## src/rtl/chan_phase_center_loader.sv

```systemverilog
// Phase-center loader: turns toggle-marked command words into single-cycle RAM writes,
// stalling on read collisions. Define PHC_LOADER_CLEAR_EN to build the bulk-clear sweep.
module chan_phase_center_loader #(
    parameter int ADDR_W = 8,
    parameter int DATA_W = 16
) (
    input  logic              user_clk,
    input  logic              OPB_Rst,
    input  logic [31:0]       cmd_word,
    input  logic              dp_rd_en,
    input  logic [ADDR_W-1:0] dp_rd_addr,
    output logic              ram_we,
    output logic [ADDR_W-1:0] ram_addr,
    output logic [DATA_W-1:0] ram_din,
    output logic              loader_busy,
    output logic [15:0]       cmd_count,
    output logic              err_overrun
);

`ifdef PHC_LOADER_CLEAR_EN
    typedef enum logic [1:0] {PRIME, IDLE, WRITE, CLEAR} state_t;
`else
    typedef enum logic [1:0] {PRIME, IDLE, WRITE} state_t;
`endif

    state_t              state_q, state_d;
    logic                tog_q;
    logic [ADDR_W-1:0]   wr_addr_q;
    logic [DATA_W-1:0]   wr_data_q;
    logic                cmd_seen;
    logic                latch_cmd;
    logic                we_d;
    logic                count_inc;
    logic [ADDR_W-1:0]   sel_addr;
    logic [DATA_W-1:0]   sel_data;
    logic                collide_wr;
    logic                unused_cmd_bits;

    // Only some command bits are decoded; fold the rest so they are visibly consumed.
    assign unused_cmd_bits = ^cmd_word;

    // PRIME masks the first comparison so a toggle already high at reset release is ignored.
    assign cmd_seen   = (state_q != PRIME) && (cmd_word[31] != tog_q);
    assign collide_wr = dp_rd_en && (dp_rd_addr == wr_addr_q);
    assign loader_busy = (state_q != IDLE);

`ifdef PHC_LOADER_CLEAR_EN
    // Extra top bit marks "all channels written" so the final cycle can retire the command.
    logic [ADDR_W:0] sweep_q;
    logic            start_clear;
    logic            sweep_inc;
    logic            collide_sw;

    assign collide_sw = dp_rd_en && (dp_rd_addr == sweep_q[ADDR_W-1:0]);

    always_ff @(posedge user_clk or posedge OPB_Rst) begin
        if (OPB_Rst) begin
            sweep_q <= '0;
        end else if (start_clear) begin
            sweep_q <= '0;
        end else if (sweep_inc) begin
            sweep_q <= sweep_q + 1'b1;
        end
    end
`endif

    always_comb begin
        state_d   = state_q;
        latch_cmd = 1'b0;
        we_d      = 1'b0;
        count_inc = 1'b0;
        sel_addr  = wr_addr_q;
        sel_data  = wr_data_q;
`ifdef PHC_LOADER_CLEAR_EN
        start_clear = 1'b0;
        sweep_inc   = 1'b0;
`endif
        case (state_q)
            PRIME: state_d = IDLE;
            IDLE: begin
                if (cmd_seen) begin
`ifdef PHC_LOADER_CLEAR_EN
                    if (cmd_word[30]) begin
                        start_clear = 1'b1;
                        state_d     = CLEAR;
                    end else begin
                        latch_cmd = 1'b1;
                        state_d   = WRITE;
                    end
`else
                    latch_cmd = 1'b1;
                    state_d   = WRITE;
`endif
                end
            end
            WRITE: begin
                if (!collide_wr) begin
                    we_d      = 1'b1;
                    count_inc = 1'b1;
                    state_d   = IDLE;
                end
            end
`ifdef PHC_LOADER_CLEAR_EN
            CLEAR: begin
                sel_addr = sweep_q[ADDR_W-1:0];
                sel_data = '0;
                if (sweep_q[ADDR_W]) begin
                    count_inc = 1'b1;
                    state_d   = IDLE;
                end else if (!collide_sw) begin
                    we_d      = 1'b1;
                    sweep_inc = 1'b1;
                end
            end
`endif
            default: state_d = PRIME;
        endcase
    end

    always_ff @(posedge user_clk or posedge OPB_Rst) begin
        if (OPB_Rst) begin
            state_q     <= PRIME;
            tog_q       <= 1'b0;
            wr_addr_q   <= '0;
            wr_data_q   <= '0;
            ram_we      <= 1'b0;
            ram_addr    <= '0;
            ram_din     <= '0;
            cmd_count   <= '0;
            err_overrun <= 1'b0;
        end else begin
            state_q <= state_d;
            tog_q   <= cmd_word[31];
            ram_we  <= we_d;
            if (latch_cmd) begin
                wr_addr_q <= cmd_word[16 +: ADDR_W];
                wr_data_q <= cmd_word[DATA_W-1:0];
            end
            if (we_d) begin
                ram_addr <= sel_addr;
                ram_din  <= sel_data;
            end
            if (count_inc) begin
                cmd_count <= cmd_count + 16'd1;
            end
            // A command seen while busy is dropped; tog_q has already moved past it.
            if (cmd_seen && (state_q != IDLE)) begin
                err_overrun <= 1'b1;
            end
        end
    end

endmodule

```

## config.mk

```make
export PLATFORM = sky130hd
export DESIGN_NAME = chan_phase_center_loader
export DESIGN_NICKNAME = d
export VERILOG_FILES = /design/src/rtl/chan_phase_center_loader.sv
export SDC_FILE = /design/constraint.sdc
export NUM_CORES = 1
export LEC_CHECK = 0
export ABC_AREA = 1
export CAP_MARGIN = 20
export CORE_ASPECT_RATIO = 1.5
export CORE_UTILIZATION = 44
export DETAILED_ROUTE_END_ITERATION = 8
export GPL_TIMING_DRIVEN = 0
export PLACE_DENSITY = 0.81
export SKIP_LAST_GASP = 1
export SYNTH_ARGS = -nofsm -noshare
export SYNTH_HDL_FRONTEND = slang
export SYNTH_SLANG_ARGS = --single-unit
```

## constraint.sdc

```tcl
create_clock -name user_clk -period 2.17 [get_ports user_clk]
set_clock_uncertainty 0.2 [all_clocks]
set_input_delay 0.217 -clock user_clk [delete_from_list [all_inputs] [get_ports user_clk]]
set_output_delay 0.217 -clock user_clk [all_outputs]
set_load 0.02 [all_outputs]
```

==> metrics.csv <==
stage;metric;value;unit
yosys;Post-Syn Nets;407;
sta;Worst Tran Pin Value;0.845;ns
yosys;Synth area leaders;dfrtp_1, nand2_1, nand3_1;
clocking;Clock Latency Late Sink;0.35;ns
sta;Achievable Freq;508;MHz
yosys;predominant post-synthesis flop cell;dfrtp_1;
yosys;top cell type's share of synthesized area;0.542;
floorplanning;Die Area;7590;µm²
clocking;CTS tree;yes;
sta;worst rel slew slack;0.436;
power;Lkg Pwr;2.07;nW
yosys;Mean Syn Cell Area;8.78;µm²
global_route;Congestion Overflow GR;0;
yosys;sequential cell area fraction in the yosys report;0.542;
final_layout;design area;4330;µm²
clocking;clock-pin slew on the worst setup and hold paths;0.07;ns
global_route;pin count of the biggest net entering global routing;70;
final_layout;Post-Layout Cell Count;535;
clocking;clk buf depth;2;
sta;max-slew violation count;0;
power;Peak VDD IR;752;µV
flow_run;MaxCap Viol Count;0;
routing;final WL;7180;µm
sta;Final Cycle Share;0.907;
global_route;antenna violations before repair;0;
final_layout;antenna diode count;0;
routing;drt pass-1 iters;4;
floorplanning;Initial Util;0.459;
yosys;asr flop ratio synth;1.00;
global_route;vias in the first global route;2619;
clocking;Clock Tree Root;clkbuf_8;
clocking;clock tree sinks;69;
place;Post-Place Cells;519;
final_layout;nets@finish;496;
floorplanning;row cnt;37;
critical_path;FF-to-FF Start;cmd_count[0];
floorplanning;Die X;71.5;µm
global_route;global-route wire length before repair;12300;µm
routing;vias per cell;5.01;
floorplanning;I/O pin count;86;
clocking;CTS buffer count;9;
critical_path;Critical Path RT;1.75;ns
yosys;most numerous cell in the Yosys netlist;nand2_1;
hold_path;HP Class;primary input to register;
sta;RSZ-0062 raised after global routing;false;
yosys;Yosys Warn Count;0;
final_layout;Area growth, synth to finish;35.7;%
sta;Fin. Hold Viols;0;
final_layout;layout cells sized above 1;0.118;
place;Placed Area;4070;µm²
place;number of port buffers;78;
clocking;Post CTS Setup Buffer Count;0;
yosys;cell count after synthesis;363;
place;HPWL Detailed;5250;µm
routing;vias;2683;
critical_path;Critical Path Start Type;register;
critical_path;kind of critical path;register to primary output;
sta;Final setup viols;0;
yosys;count of flip-flops with a built-in enable after synthesis;0;
yosys;number of distinct library cells after synthesis;24;
routing;detailed-route DRC error count;0;
routing;initial DRC count;117;
yosys;Synth top cells by count;nand2_1, dfrtp_1, nand3_1;
run_status;status;complete, no violations;
floorplanning;core area;6940;µm²
clocking;H-tree Lvls;3;
global_route;Overall Global Routing Usage;0.212;
critical_path;crit path DAT;1.55;ns
hold_path;Min-Delay Startpoint;cmd_word[31];
clocking;post-cts repair resize count;0;
yosys;register bit count reported by yosys;69;
place;GPL Wtd Cong;0.926;
sta;min Tclk post-route;1.97;ns
critical_path;Worst Setup SP;state_q[0];
critical_path;crit path max fanout;3;
routing;Routed Antenna Nets;0;
routing;mean routed wirelength per cell;13.4;µm
power;PD cells;1230;nW/µm²
yosys;Cell Area, Synth;3190;µm²
clocking;# hold bufs at CTS;0;
yosys;post-synth top area cell;dfrtp_1;
floorplanning;Die Span Y;106;µm
critical_path;CP Capture Type;primary output;
-- logic make-up (layout without fill, tap and decap cells) --
kind of cell             after synthesis  after routing  synth area share
AND/OR/NAND/NOR                      214            214             0.284
XOR/XNOR                              10             10            0.0275
AO/OA/AOI/OAI                          9              9            0.0157
flip-flops                            69             69             0.542
buffers and inverters                 41            135            0.0601
multiplexers                          19             19            0.0671
adder cells (fa/ha/maj)                1              1           0.00393
-- power breakdown --
part | internal (mW) | switching (mW) | total, mW
Combinational | 0.934 | 0.994 | 1.93
Sequential | 1.77 | 0.322 | 2.09
Clock | 0.828 | 0.487 | 1.31
-- worst paths after layout --
kind,end,slack [ns],depth (start not counted)
min in group asynchronous,cmd_count[10],0.19,2
hold / removal,tog_q,0.17,1
setup / recovery,loader_busy,0.20,4
max in group asynchronous,sel_addr[1],1.01,2
hold reg to reg,err_overrun,0.27,1
setup reg to reg,cmd_count[10],0.37,8
-- layout make-up --
class / instances / area [µm²]
Clock buffer: 11 / 151
Inverter: 26 / 100
Fill cell: 601 / 2620
Multi-Input combinational cell: 253 / 1270
Buffer: 15 / 93.8
Clock inverter: 5 / 106
Timing Repair Buffer: 78 / 781
Tap cell: 78 / 97.6
Sequential cell: 69 / 1730
-- flip-flops by register name, indices dropped and copies added, names as in the netlist --
name         cells
cmd_count       16
ram_din         16
sel_data        16
ram_addr         8
sel_addr         8
state_q          2
err_overrun      1
ram_we           1
tog_q            1
-- critical path: stages, from the launching register on --
cell and delay (ns):
dfrtp_1 0.37, inv_1 0.09, nor2_1 0.06, inv_1 0.09, clkdlybuf4s50_1 0.60
-- through the flow --
step	TNS, ns	setup WS [ns]	power, mW	hold slack (ns)	util
floorplan	0	0.0131	3.23	0.0484	-
global placement	-76.94	-1.12	3.99	0.256	0.585
detailed placement	0	0.215	4.06	0.256	0.586
CTS	0	0.190	5.39	0.154	0.623
global route	0	0.136	5.66	0.165	0.623
finish	0	0.203	5.33	0.168	0.623
-- per-layer routing --
metal / part of all wire / GRT usage / vias to the layer above
met5: 0 / 0 / -
met4: 0.024 / 0.0910 / 0
met3: 0.057 / 0.0616 / 18
met2: 0.52 / 0.358 / 78
met1: 0.40 / 0.249 / 1255
li1: - / - / 1332
-- layout by cell type (no fill, tap or decap) --
master and count:
mux2_2 19, inv_1 21, xor2_1 8, or2_2 1, a21o_1 1, dfrtp_1 69
clkbuf_1 5, nand3_2 1, clkinv_1 1, xnor2_1 2, ha_1 1, bufinv_16 3
buf_6 4, inv_4 1, clkinv_4 1, nand2_4 1, nor2_2 2, or2_1 2
clkdlybuf4s50_1 78, nand2_1 130, clkbuf_8 11, a21oi_1 5, nand4_1 6, inv_2 3
clkinvlp_4 1, nor2_1 23, a21boi_1 1, nand3_1 48, buf_2 6, o21ai_0 2
Power figures use the tool's default switching activity.
